[config.mk]
export PLATFORM = sky130hd
export DESIGN_NAME = detector_emulator
export DESIGN_NICKNAME = d
export VERILOG_FILES = /design/src/rtl/detector_emulator.sv
export SDC_FILE = /design/constraint.sdc
export NUM_CORES = 1
export LEC_CHECK = 0
export CAP_MARGIN = 20
export CORE_MARGIN = 5
export CORE_UTILIZATION = 35
export CTS_CLUSTER_DIAMETER = 40
export DETAILED_ROUTE_END_ITERATION = 10
export DONT_BUFFER_PORTS = 1
export GPL_TIMING_DRIVEN = 1
export HOLD_SLACK_MARGIN = 0.02
export PLACE_DENSITY = 0.54
export SYNTH_ARGS = -nofsm -noshare
export SYNTH_HDL_FRONTEND = slang
export SYNTH_SLANG_ARGS = --single-unit
[constraint.sdc]
create_clock -name clk -period 3.28 [get_ports clk]
set_input_delay 0.492 -clock clk [delete_from_list [all_inputs] [get_ports clk]]
set_output_delay 0.492 -clock clk [all_outputs]
set_load 0.02 [all_outputs]
[src/rtl/detector_emulator.sv]
// detector_emulator: regenerates detector-style raster signalling (pixel strobe,
// line sync, frame sync, pixel data) from a 14-bit Avalon-ST video stream.
// An Avalon-MM slave exposes go, sticky status, fill value and a frame counter.
// Optional feature macro: DETECTOR_EMU_PATTERN_EN adds register 4 (bit0 selects
// a diagonal (h_cnt + v_cnt) test pattern in place of streamed video).
module detector_emulator #(
  parameter int H_ACTIVE = 640,
  parameter int H_BLANK  = 32,
  parameter int V_ACTIVE = 512,
  parameter int V_BLANK  = 4
) (
  input  logic        clk,
  input  logic        rst_n,
  input  logic [2:0]  av_address,
  input  logic        av_read,
  output logic [31:0] av_readdata,
  input  logic        av_write,
  input  logic [31:0] av_writedata,
  input  logic        din_startofpacket,
  input  logic        din_endofpacket,
  input  logic        din_valid,
  output logic        din_ready,
  input  logic [13:0] din_data,
  output logic        dd_psync,
  output logic        dd_hsync,
  output logic        dd_vsync,
  output logic [13:0] dd_video
);

  localparam int H_TOTAL = H_ACTIVE + H_BLANK;
  localparam int V_TOTAL = V_ACTIVE + V_BLANK;
  localparam int HW      = $clog2(H_TOTAL);
  localparam int VW      = $clog2(V_TOTAL);

  localparam logic [HW-1:0] H_LAST     = HW'(H_TOTAL - 1);
  localparam logic [HW-1:0] H_ACT      = HW'(H_ACTIVE);
  localparam logic [HW-1:0] H_PIX_LAST = HW'(H_ACTIVE - 1);
  localparam logic [VW-1:0] V_LAST     = VW'(V_TOTAL - 1);
  localparam logic [VW-1:0] V_ACT      = VW'(V_ACTIVE);
  localparam logic [VW-1:0] V_PIX_LAST = VW'(V_ACTIVE - 1);

  typedef enum logic [1:0] {
    ST_IDLE   = 2'd0,
    ST_SYNC   = 2'd1,
    ST_STREAM = 2'd2
  } state_t;

  state_t         r_state, w_state_nxt;
  logic [HW-1:0]  r_h_cnt;
  logic [VW-1:0]  r_v_cnt;
  logic           r_go;
  logic [2:0]     r_status;
  logic [13:0]    r_fill;
  logic [31:0]    r_frame_cnt;
  logic           r_eop_seen;
  logic [31:0]    r_readdata;
  logic           r_psync, r_hsync, r_vsync;
  logic [13:0]    r_video;

  logic           w_pixel, w_line_act, w_frame_start, w_last_pix;
  logic           w_run, w_ready, w_sop_take, w_stream_pix, w_frame_begin;
  logic           w_in_stream, w_take, w_pattern;
  logic [13:0]    w_pix_val;
  logic [2:0]     w_set, w_clr;
  logic [31:0]    w_rd_mux;
  logic           w_unused;

`ifdef DETECTOR_EMU_PATTERN_EN
  logic           r_pattern;
  logic [13:0]    w_pat_val;
  assign w_pattern = r_pattern;
  assign w_pat_val = 14'(r_h_cnt) + 14'(r_v_cnt);
`else
  assign w_pattern = 1'b0;
`endif

  assign w_pixel       = (r_h_cnt < H_ACT) && (r_v_cnt < V_ACT);
  assign w_line_act    = (r_v_cnt < V_ACT);
  assign w_frame_start = (r_h_cnt == '0) && (r_v_cnt == '0);
  assign w_last_pix    = (r_h_cnt == H_PIX_LAST) && (r_v_cnt == V_PIX_LAST);

  // Next-state and handshake decode from state and raster position
  always_comb begin
    // NOTE: every always_comb output gets a default first so no path infers a latch.
    w_state_nxt   = r_state;
    w_ready       = 1'b0;
    w_run         = 1'b0;
    w_sop_take    = 1'b0;
    w_stream_pix  = 1'b0;
    w_frame_begin = 1'b0;
    case (r_state)
      ST_IDLE: begin
        if (r_go) w_state_nxt = ST_SYNC;
      end
      ST_SYNC: begin
        // Between frames: drop stray beats, hold a pending SOP.
        w_ready = din_valid & ~din_startofpacket;
        if (w_frame_start) begin
          if (!r_go) begin
            w_state_nxt = ST_IDLE;
          end else begin
            w_run         = 1'b1;
            w_frame_begin = 1'b1;
            if (din_valid && din_startofpacket && !w_pattern) begin
              w_sop_take   = 1'b1;
              w_stream_pix = 1'b1;
              w_ready      = 1'b1;
              if (!w_last_pix) w_state_nxt = ST_STREAM;
            end
          end
        end else begin
          w_run = 1'b1;
        end
      end
      ST_STREAM: begin
        w_run = 1'b1;
        if (w_pixel && !r_eop_seen) begin
          w_ready      = 1'b1;
          w_stream_pix = 1'b1;
        end
        if (w_last_pix) w_state_nxt = ST_SYNC;
      end
      default: w_state_nxt = ST_IDLE;
    endcase
  end

  assign din_ready   = w_ready;
  assign w_in_stream = w_sop_take | (r_state == ST_STREAM);
  assign w_take      = w_stream_pix & din_valid;

  // Pixel value for the current slot: stream data, fill, or test pattern
  always_comb begin
    w_pix_val = r_fill;
    if (w_in_stream) begin
      if (w_take) w_pix_val = din_data;
    end else begin
`ifdef DETECTOR_EMU_PATTERN_EN
      if (w_pattern) w_pix_val = w_pat_val;
`endif
    end
  end

  assign w_set[0] = w_stream_pix & ~din_valid;
  assign w_set[1] = w_take & din_endofpacket & ~w_last_pix;
  assign w_set[2] = w_take & ~din_endofpacket & w_last_pix;
  assign w_clr    = (av_write && av_address == 3'd1) ? av_writedata[2:0] : 3'b000;

  // Register read multiplexer; unlisted addresses read 0
  always_comb begin
    w_rd_mux = '0;
    case (av_address)
      3'd0: w_rd_mux = {31'd0, r_go};
      3'd1: w_rd_mux = {29'd0, r_status};
      3'd2: w_rd_mux = {18'd0, r_fill};
      3'd3: w_rd_mux = r_frame_cnt;
`ifdef DETECTOR_EMU_PATTERN_EN
      3'd4: w_rd_mux = {31'd0, r_pattern};
`endif
      default: w_rd_mux = '0;
    endcase
  end

  assign w_unused = ^{av_writedata[31:14], 1'b0};

  // State register
  always_ff @(posedge clk) begin
    // NOTE: sequential state uses non-blocking assignments so all flops update together.
    if (!rst_n) r_state <= ST_IDLE;
    else        r_state <= w_state_nxt;
  end

  // Raster counters: held at 0 whenever the raster is not running
  always_ff @(posedge clk) begin
    if (!rst_n || !w_run) begin
      r_h_cnt <= '0;
      r_v_cnt <= '0;
    end else if (r_h_cnt == H_LAST) begin
      r_h_cnt <= '0;
      r_v_cnt <= (r_v_cnt == V_LAST) ? '0 : r_v_cnt + 1'b1;
    end else begin
      r_h_cnt <= r_h_cnt + 1'b1;
    end
  end

  // Tracks whether the current streamed frame has already consumed its EOP
  always_ff @(posedge clk) begin
    if (!rst_n)                       r_eop_seen <= 1'b0;
    else if (r_state != ST_STREAM)    r_eop_seen <= w_take & din_endofpacket;
    else if (w_take & din_endofpacket) r_eop_seen <= 1'b1;
  end

  // Registered detector outputs, one cycle behind the counter slot
  always_ff @(posedge clk) begin
    if (!rst_n) begin
      r_psync <= 1'b0;
      r_hsync <= 1'b0;
      r_vsync <= 1'b0;
      r_video <= '0;
    end else begin
      r_psync <= w_run & w_pixel;
      r_hsync <= w_run & w_pixel;
      r_vsync <= w_run & w_line_act;
      r_video <= (w_run & w_pixel) ? w_pix_val : 14'd0;
    end
  end

  // Control/status registers, frame counter and registered read port
  always_ff @(posedge clk) begin
    if (!rst_n) begin
      r_go        <= 1'b0;
      r_status    <= '0;
      r_fill      <= '0;
      r_frame_cnt <= '0;
      r_readdata  <= '0;
`ifdef DETECTOR_EMU_PATTERN_EN
      r_pattern   <= 1'b0;
`endif
    end else begin
      if (av_write && av_address == 3'd0) r_go   <= av_writedata[0];
      if (av_write && av_address == 3'd2) r_fill <= av_writedata[13:0];
`ifdef DETECTOR_EMU_PATTERN_EN
      if (av_write && av_address == 3'd4) r_pattern <= av_writedata[0];
`endif
      // Hardware set wins over a simultaneous software clear.
      r_status <= (r_status & ~w_clr) | w_set;
      if (w_frame_begin) r_frame_cnt <= r_frame_cnt + 32'd1;
      if (av_read) r_readdata <= w_rd_mux;
    end
  end

  assign av_readdata = r_readdata;
  assign dd_psync    = r_psync;
  assign dd_hsync    = r_hsync;
  assign dd_vsync    = r_vsync;
  assign dd_video    = r_video;

endmodule

==> results of run 1 <==
kinds of logic after synthesis:
logic type,Yosys count,share of synthesized area (%)
xor+xnor,19,3.140
buf+inv,65,4.863
simple gates,249,23.35
fa+ha+maj,9,2.125
mux,18,3.683
flops,121,45.70
compound gates,152,17.14
path summary, 6_finish.rpt:
check | from | endpoint | slack, ns
setup / recovery | r_frame_cnt[7] | r_frame_cnt[28] | 0.60
hold / removal | rst_n | av_readdata[1] | 0.21
setup reg to reg | r_frame_cnt[7] | r_frame_cnt[28] | 0.60
hold reg to reg | r_h_cnt[0] | r_h_cnt[0] | 0.46
per-layer routing:
metal | track usage (%) | wire length [µm] | vias up
met5 | 0 | 0 | -
met1 | 18.88 | 5982 | 2139
met2 | 25.08 | 6468 | 94
met4 | 6.582 | 296 | 0
li1 | - | - | 2233
met3 | 5.817 | 794 | 19
power by group through the flow:
stage	Clock [mW]	Sequential [mW]	Combinational, mW
2_1_floorplan	0	1.52	0.114
3_3_place_gp	0	1.52	0.133
3_5_place_dp	0	1.52	0.137
4_1_cts	1.84	1.49	0.137
5_1_grt	1.92	1.49	0.158
6_report	1.80	1.49	0.141
state kept, by name, summed over array words and instances, names as in the netlist:
register	count
r_frame_cnt	32
dd_hsync	1
r_status	3
r_go	1
r_v_cnt	10
r_h_cnt	10
dd_vsync	1
av_readdata	32
r_fill	14
r_state	2
dd_video	14
r_eop_seen	1
cell usage in the layout, fill, tap and decap left out, types with 21 or more instances in the layout:
cell type	synthesis	final
dfxtp_1	121	121
nor2_1	78	78
a21oi_1	71	71
nand2_1	55	55
nand3_1	31	31
inv_1	25	25
o21ai_0	23	23
or4_1	23	23
a22oi_1	21	21
o31ai_1	21	21
through the flow:
stage / setup slack (ns) / hold slack [ns]
final: 0.5959 / 0.2060
after global routing: 0.4029 / 0.1746
after CTS: 0.5855 / 0.1768
after detailed placement: 0.5867 / 0.4525
after global placement: 0.6321 / 0.4451
after floorplan: 0.9972 / 0.4300
critical path, stage by stage (launching register included):
cell and delay, ns:
dfxtp_1 0.44, nand4_2 0.15, or4_1 0.58, or3_1 0.69, or4_1 0.60, a21oi_1 0.15
final cells by class:
cell class                      count  area, µm²
Timing Repair Buffer                8      72.57
Fill cell                        1516       9007
Clock inverter                      9      90.09
Sequential cell                   121       2422
Multi-Input combinational cell    447       2620
Clock buffer                       23      488.0
Inverter                           26      97.59
Tap cell                          188      235.2
==> out/results.tsv, run 1 <==
metric	value	unit
drc_errors	0	
fin_cells	822	
leakage	1.914	nW
hold_buffers	0	
synth_commonest_cells	dfxtp_1, nor2_1, a21oi_1, nand2_1, clkbuf_1	
io_pins	106	
cts_resized	0	
grt.overflow.total	0	
final_cell_area	6026	µm²
cts_tree	built	
syn_area	5300	µm²
drtIter0Drc	200	
rsz0062_at_grt	no	
worst-path-max-fanout	25	
dieArea	17700	µm²
start_util	35.26	%
ys_seq_elements	121	
ys_seq_area_share	45.70	%
io_buffers	0	
grt_pass1_vias	4272	
yosysUniqueCellTypes	50	
drive_gt1_share	7.098	%
fmax	372.6	MHz
dp_cells	789	
clock-sinks	121	
cts_buffer_depth	2	
run_status	finished, final reports clean	
ir_drop	334.4	µV
slew_violations	0	
hpwl	9475	µm
hold_violations	0	
fin_crit	2.684	ns
combPwrFrac	4.1	%
switching_power	0.7806	mW
path_clk_slew	0.06	ns
insertedDiodeCount	0	
first_pass_iters	4	
grt_pass1_wl	22140	µm
setup_viol	0	
core.rowCount	45	
wl_per_cell	16.47	µm
skew	0.009450	ns
sw_frac_of_total	22.74	%
synth_top_area_share	45.70	%
finalPower	3.433	mW
gp_routability_congestion	0.8039	
crit_type	flip-flop to flip-flop	
min_period_over_period	81.83	%
synth_cells	633	
hold_path.class	input port to flip-flop	
power_density	569.7	nW/µm²
die_h	133.1	µm
drv_cap	0	
cts_setup_buffers	0	
end_kind	flip-flop	
viasPerCell	5.456	
clockPowerShare	52.5	%
grt_max_degree	64	
wirelength	13540	µm
die_x	133.1	µm
place_area	5428	µm²
syn-num-nets	698	
post-route-util	40.08	%
r2r_cells	5	
finalSetupTns	0	ns
clk_latency	0.42	ns
holdPathStages	1	
coreArea	15030	µm²
antenna_found_initial	0	
synth_warnings	0	
synth_top_cell_by_area	dfxtp_1	
synth-edff-count	0	
avgSynthCellArea	8.373	µm²
tightest_slew	0.9322	ns
cp.arrival	3.03	ns
p_seq_share	43.4	%
relSlewSlack	37.78	%
yosysMostFrequentCell	dfxtp_1	
p_int	2.652	mW
vias	4485	
ys.flop_type	dfxtp_1	
clockRootBuffer	clkbuf_16	
synth_area_leaders	dfxtp_1, a21oi_1, nor2_1, nand2_1, or4_1	
htreeDepth	4	
start_kind	flip-flop	
nNetsFinal	686	
critPathRequiredTime	3.63	ns
synthToLayoutAreaGrowth	13.69	%
async_reset_ff_share	0	%
cts_buffers	17	
antenna_left	0	
grt_usage	15.65	%
Note: power is estimated with default switching activity, not from simulation.
==> run 2, diff against run 1 <==
- ABC_AREA: unset -> 1
- PLACE_DENSITY: 0.54 -> 0.56
- clock period: 3.28 -> 2.41 ns (I/O delays scaled with it)
==> run 2 against run 1 <==
Effect of this change:
- sequential cell count stayed put
- sequential power is 42% higher
- cell count is 33% higher
- setup slack worse by 0.47 ns
- design area is 15% higher
- sequential share of layout area is 5.3 points lower
- synthesized cell count is 35% higher
- via count is 18% higher
- count of clock-buffer cells in the layout is 5 lower
- critical endpoint is now din_ready
==> out/results.tsv, run 2 <==
metric	value	unit	change
grt_usage	15.81	%	was 15.65%
start_util	35.55	%	was 35.26%
fin_ws	0.1288	ns	was 0.5959 ns
cts_buffers	17		unchanged
post-place-ws	0.3171	ns	was 0.5867 ns
hold_path.class	input port to flip-flop		unchanged
syn-num-nets	922		was 698
synth_commonest_cells	nand2_1, dfxtp_1, a21oi_1, inv_1, nor2_1		was dfxtp_1, nor2_1, a21oi_1, nand2_1, clkbuf_1
vias	5294		was 4485
r2r_cells	14		was 5
syn_area	6127	µm²	was 5300 µm²
avgSynthCellArea	7.150	µm²	was 8.373 µm²
wl_per_cell	14.04	µm	was 16.47 µm
finalSetupTns	0	ns	unchanged
ir_drop	482.1	µV	was 334.4 µV
ys_seq_area_share	39.53	%	was 45.70%
start_kind	flip-flop		unchanged
cts_tree	built		unchanged
synth_cells	857		was 633
yosysUniqueCellTypes	45		was 50
leakage	2.464	nW	was 1.914 nW
clock-sinks	121		unchanged
holdPathStages	1		unchanged
crit_type	flip-flop to output port		was flip-flop to flip-flop
yosysMostFrequentCell	nand2_1		was dfxtp_1
nFillCells	1808		was 1516
grt_pass1_vias	5077		was 4272
synth_top_area_share	39.53	%	was 45.70%
ys.flop_type	dfxtp_1		unchanged
final_common_cell	nand2_1		was dfxtp_1
cts_buffer_depth	2		unchanged
post-route-util	40.37	%	was 40.08%
synthToLayoutAreaGrowth	13.56	%	was 13.69%
setup_viol	0		unchanged
path_clk_slew	0.05	ns	was 0.06 ns
relSlewSlack	56.64	%	was 37.78%
dieArea	20250	µm²	was 17700 µm²
drtIter0Drc	324		was 200
grt_max_degree	49		was 64
synth-edff-count	0		unchanged
htreeDepth	4		unchanged
fin_cells	1093		was 822
fin_crit	2.281	ns	
wirelength	15340	µm	was 13540 µm
hold_slack	0.04671	ns	was 0.2060 ns
drv_cap	0		unchanged
fmax	438.4	MHz	
ys_seq_elements	121		unchanged
die_x	142.3	µm	was 133.1 µm
io_buffers	0		unchanged
synth_top_cell_by_area	dfxtp_1		unchanged
power_density	755.8	nW/µm²	was 569.7 nW/µm²
viasPerCell	4.844		was 5.456
hold_violations	0		unchanged
grt.overflow.total	0		unchanged
end_kind	output port		was flip-flop
clk_latency	0.43	ns	was 0.42 ns
layout_common_cells	nand2_1, dfxtp_1, a21oi_1		was dfxtp_1, nor2_1, a21oi_1
gp_routability_congestion	0.8567		was 0.8039
coreArea	17240	µm²	was 15030 µm²
skew	0.01288	ns	was 0.009450 ns
core.rowCount	48		was 45
clockRootBuffer	clkbuf_16		unchanged
hpwl	11240	µm	was 9475 µm
antenna_left	0		unchanged
nNetsFinal	920		was 686
worst-path-max-fanout	4		was 25
slew_violations	0		unchanged
drc_errors	0		unchanged
cp.arrival	1.92	ns	was 3.03 ns
final_cell_area	6958	µm²	was 6026 µm²
rsz0062_at_grt	no		unchanged
grt_pass1_wl	25800	µm	was 22140 µm
finalPower	5.259	mW	was 3.433 mW
drive_gt1_share	13.48	%	was 7.098%
synth_area_leaders	dfxtp_1, nand2_1, a21oi_1, inv_1, nor2_1		was dfxtp_1, a21oi_1, nor2_1, nand2_1, or4_1
place_area	6277	µm²	was 5428 µm²
die_h	142.3	µm	was 133.1 µm
min_period_over_period	94.66	%	
async_reset_ff_share	0	%	unchanged
tightest_slew	0.6445	ns	was 0.9322 ns
antenna_found_initial	0		unchanged
first_pass_iters	4		unchanged
insertedDiodeCount	0		unchanged
synth_warnings	0		unchanged
critPathRequiredTime	2.05	ns	was 3.63 ns
run_status	finished, final reports clean		unchanged
io_pins	106		unchanged
dp_cells	1056		was 789
## run 2: layout make-up
cell class                      count  area, µm²  share of cell area (%)
Multi-Input combinational cell    615       3206                   46.07
Sequential cell                   121       2425                   34.85
Clock buffer                       18      439.2                   6.312
Inverter                           89      341.6                   4.909
Tap cell                          225      281.5                   4.046
Clock inverter                     14      171.4                   2.464
Timing Repair Buffer               11      93.84                   1.349
## run 2: cell families after synthesis
family,after synthesis,synth area share (%)
buffers and inverters,121,8.454
flip-flops,121,39.53
AND/OR/NAND/NOR,425,32.84
XOR/XNOR,24,3.431
AO/OA/AOI/OAI,157,13.91
adder cells (fa/ha/maj),9,1.838
## run 2: worst paths after layout
check | startpoint | endpoint | slack (ns)
min reg2reg | r_status[2] | r_status[2] | 0.46
max | r_h_cnt[0] | din_ready | 0.13
min | av_read | av_readdata[26] | 0.05
max reg2reg | r_h_cnt[0] | dd_video[13] | 0.35
## run 2: repair_timing
action | CTS | global route
hold buffers | 3 | 0
buffers inserted | 1 | 1
pin swaps | 1 | 4
setup endpoints to repair | 1 | 1
gates resized for setup | 3 | 9
hold endpoints to repair | 4 | 0
## run 2: routing by layer
| metal | part of all wire, % | up-vias | track usage, % |
|---|---|---|---|
| li1 | - | 2778 | - |
| met1 | 45 | 2401 | 19.47 |
| met2 | 47 | 95 | 25.91 |
| met3 | 6.2 | 20 | 4.872 |
| met4 | 1.8 | 0 | 6.203 |
| met5 | 0 | - | 0 |
## run 2: worst max-delay path: stages (launching register included)
cell and delay, ns:
dfxtp_1 0.34, inv_2 0.07, ha_4 0.13, inv_1 0.04, nor2_2 0.08, nand3_2 0.08
nor2_4 0.11, nand2_1 0.08, o21ai_1 0.13, nand3_1 0.10, a21boi_2 0.19, buf_6 0.14
## run 2: where the power goes
| group | leakage (nW) | switching (mW) | internal [mW] |
|---|---|---|---|
| Combinational | 1.19 | 0.323 | 0.169 |
| Clock | 0.293 | 0.989 | 1.66 |
| Sequential | 0.980 | 0.0664 | 2.05 |
| Total | 2.46 | 1.38 | 3.88 |
==> run 3, diff against run 2 <==
- CTS_BUF_LIST: unset -> sky130_fd_sc_hd__clkbuf_4 sky130_fd_sc_hd__clkbuf_8 sky130_fd_sc_hd__clkbuf_16
- PLACE_DENSITY: 0.56 -> 0.54
- SETUP_SLACK_MARGIN: unset -> 0.3
- clock period: 2.41 -> 2.6 ns (I/O delays scaled with it)
==> run 3 against run 2 <==
Effect of this change:
- sequential share of layout area grew 0.14 points
- clock skew shrank 0.0033 ns
- clock power shrank 17%
- die area is the same
- non-clock buffer count grew 3
- critical path depth is the same
- largest power group unchanged
- highest routed layer unchanged
==> out/results.tsv, run 3 (synthesized netlist as in run 2, its figures left out) <==
metric	value	unit	change
crit_type	flip-flop to output port		unchanged
hold_path.class	input port to flip-flop		unchanged
cp_top_family	simple AND/OR/NAND/NOR gates		unchanged
crit_buf_inv	3		unchanged
run_status	finished, final reports clean		unchanged
crit_start	r_h_cnt[0]		unchanged
leakage	2.471	nW	was 2.464 nW
fmax	449.9	MHz	
cts_buffers	17		unchanged
cts_tree	built		unchanged
finalSetupTns	0	ns	unchanged
insertedDiodeCount	0		unchanged
ff2ff_setup_slack	0.50	ns	was 0.35 ns
grt_pass1_vias	5118		was 5077
r2r-end	r_v_cnt[6]		was dd_video[13]
drv_cap	0		unchanged
die_h	142.3	µm	unchanged
end_kind	output port		unchanged
clockRootBuffer	clkbuf_16		unchanged
coreArea	17240	µm²	unchanged
relSlewSlack	62.13	%	was 56.64%
finalPower	4.655	mW	was 5.259 mW
io_buffers	0		unchanged
rsz0062_at_grt	yes		was no
min_period_over_period	85.50	%	
layout_common_cells	nand2_1, dfxtp_1, a21oi_1		unchanged
post-route-util	40.25	%	was 40.37%
place_area	6277	µm²	unchanged
grt.overflow.total	0		unchanged
grt_pass1_wl	25810	µm	was 25800 µm
htreeDepth	4		unchanged
power_density	670.9	nW/µm²	was 755.8 nW/µm²
wl_per_cell	14.33	µm	was 14.04 µm
core.rowCount	48		unchanged
path_clk_slew	0.05	ns	about the same
dieArea	20250	µm²	unchanged
die_x	142.3	µm	unchanged
cp.arrival	1.83	ns	was 1.92 ns
start_util	35.55	%	unchanged
crit_cells	11		unchanged
post-place-ws	0.4933	ns	was 0.3171 ns
skew	0.009606	ns	was 0.01288 ns
holdPathStages	1		unchanged
tightest_slew	0.5629	ns	was 0.6445 ns
critPathRequiredTime	2.21	ns	was 2.05 ns
grt_usage	15.78	%	was 15.81%
final_cell_area	6938	µm²	was 6958 µm²
first_pass_iters	5		was 4
io_pins	106		unchanged
setup_viol	0		unchanged
wirelength	15700	µm	was 15340 µm
critPathCapture	din_ready		unchanged
hpwl	11370	µm	was 11240 µm
hold_violations	0		unchanged
fin_ws	0.3771	ns	was 0.1288 ns
slew_violations	0		unchanged
nNetsFinal	923		was 920
drc_errors	0		unchanged
r2r_cells	14		unchanged
vias	5331		was 5294
grt_max_degree	52		was 49
hold_buffers	0		was 3
clk_latency	0.42	ns	was 0.43 ns
multiInputGateArea	3226	µm²	was 3206 µm²
nFillCells	1763		was 1808
drtIter0Drc	321		was 324
antenna_found_initial	0		unchanged
ir_drop	498.6	µV	was 482.1 µV
cts_buffer_depth	2		unchanged
clock-sinks	121		unchanged
worst-path-max-fanout	2		was 4
fin_crit	2.223	ns	
final_common_cell	nand2_1		unchanged
crit_slowest_cell	dfxtp_2		was dfxtp_1
slowest_delay	0.32	ns	was 0.34 ns
start_kind	flip-flop		unchanged
critical_path.cell_chain	inv_2, ha_4, inv_2, nor2_2, nand3_2, nor2_4, nand2_2, o21ai_2, nand3_1, a21boi_2, buf_6		was inv_2, ha_4, inv_1, nor2_2, nand3_2, nor2_4, nand2_1, o21ai_1, nand3_1, a21boi_2, buf_6
final-seq-area	2427	µm²	was 2425 µm²
antenna_left	0		unchanged
r2r-start	r_h_cnt[0]		unchanged
synthToLayoutAreaGrowth	13.23	%	was 13.56%
drive_gt1_share	14.81	%	was 13.48%
viasPerCell	4.864		was 4.844
worst_path_most_repeated_cell	inv_2		
gp_routability_congestion	0.8102		was 0.8567
run 3: per-stage QoR:
| step | cells | hold WS, ns |
|---|---|---|
| after floorplan | 857 | 0.4300 |
| after global placement | 1056 | 0.4492 |
| after detailed placement | 1056 | 0.4505 |
| after CTS | 1095 | 0.05186 |
| after global routing | 1096 | 0.04890 |
| final | 1096 | 0.06282 |
run 3: metal layers:
layer / GRT usage, % / part of all wire, % / vias up
met5: 0 / 0 / -
met4: 5.203 / 1.3 / 0
met3: 4.469 / 5.3 / 18
met2: 26.06 / 48 / 87
met1: 19.91 / 46 / 2444
li1: - / - / 2782
run 3: worst min path at each step:
stage / startpoint / endpoint / slack (ns)
floorplan: r_h_cnt[0] / r_h_cnt[0] / 0.43
global placement: r_eop_seen / r_eop_seen / 0.45
detailed placement: r_h_cnt[0] / r_h_cnt[0] / 0.45
CTS: av_read / av_readdata[31] / 0.05
global route: av_read / av_readdata[31] / 0.05
finish: av_read / av_readdata[31] / 0.06
run 3: layout make-up:
class | count | area share, %
multi-input cells | 615 | 46.49
repair buffers | 14 | 1.569
well taps | 225 | 4.058
clock buffers | 20 | 6.456
flip-flops and latches | 121 | 34.99
clock inverters | 12 | 1.497
inverters | 89 | 4.941
run 3: repair_timing:
action	in CTS	in global routing
setup endpoints to repair	1	19
pin swaps	6	7
setup buffers	7	1
gates resized for setup	13	7
run 3: where the power goes:
| group | internal, mW | switching [mW] |
|---|---|---|
| sequential | 1.91 | 0.0613 |
| clock | 1.34 | 0.861 |
| combinational | 0.169 | 0.321 |
| total | 3.41 | 1.24 |
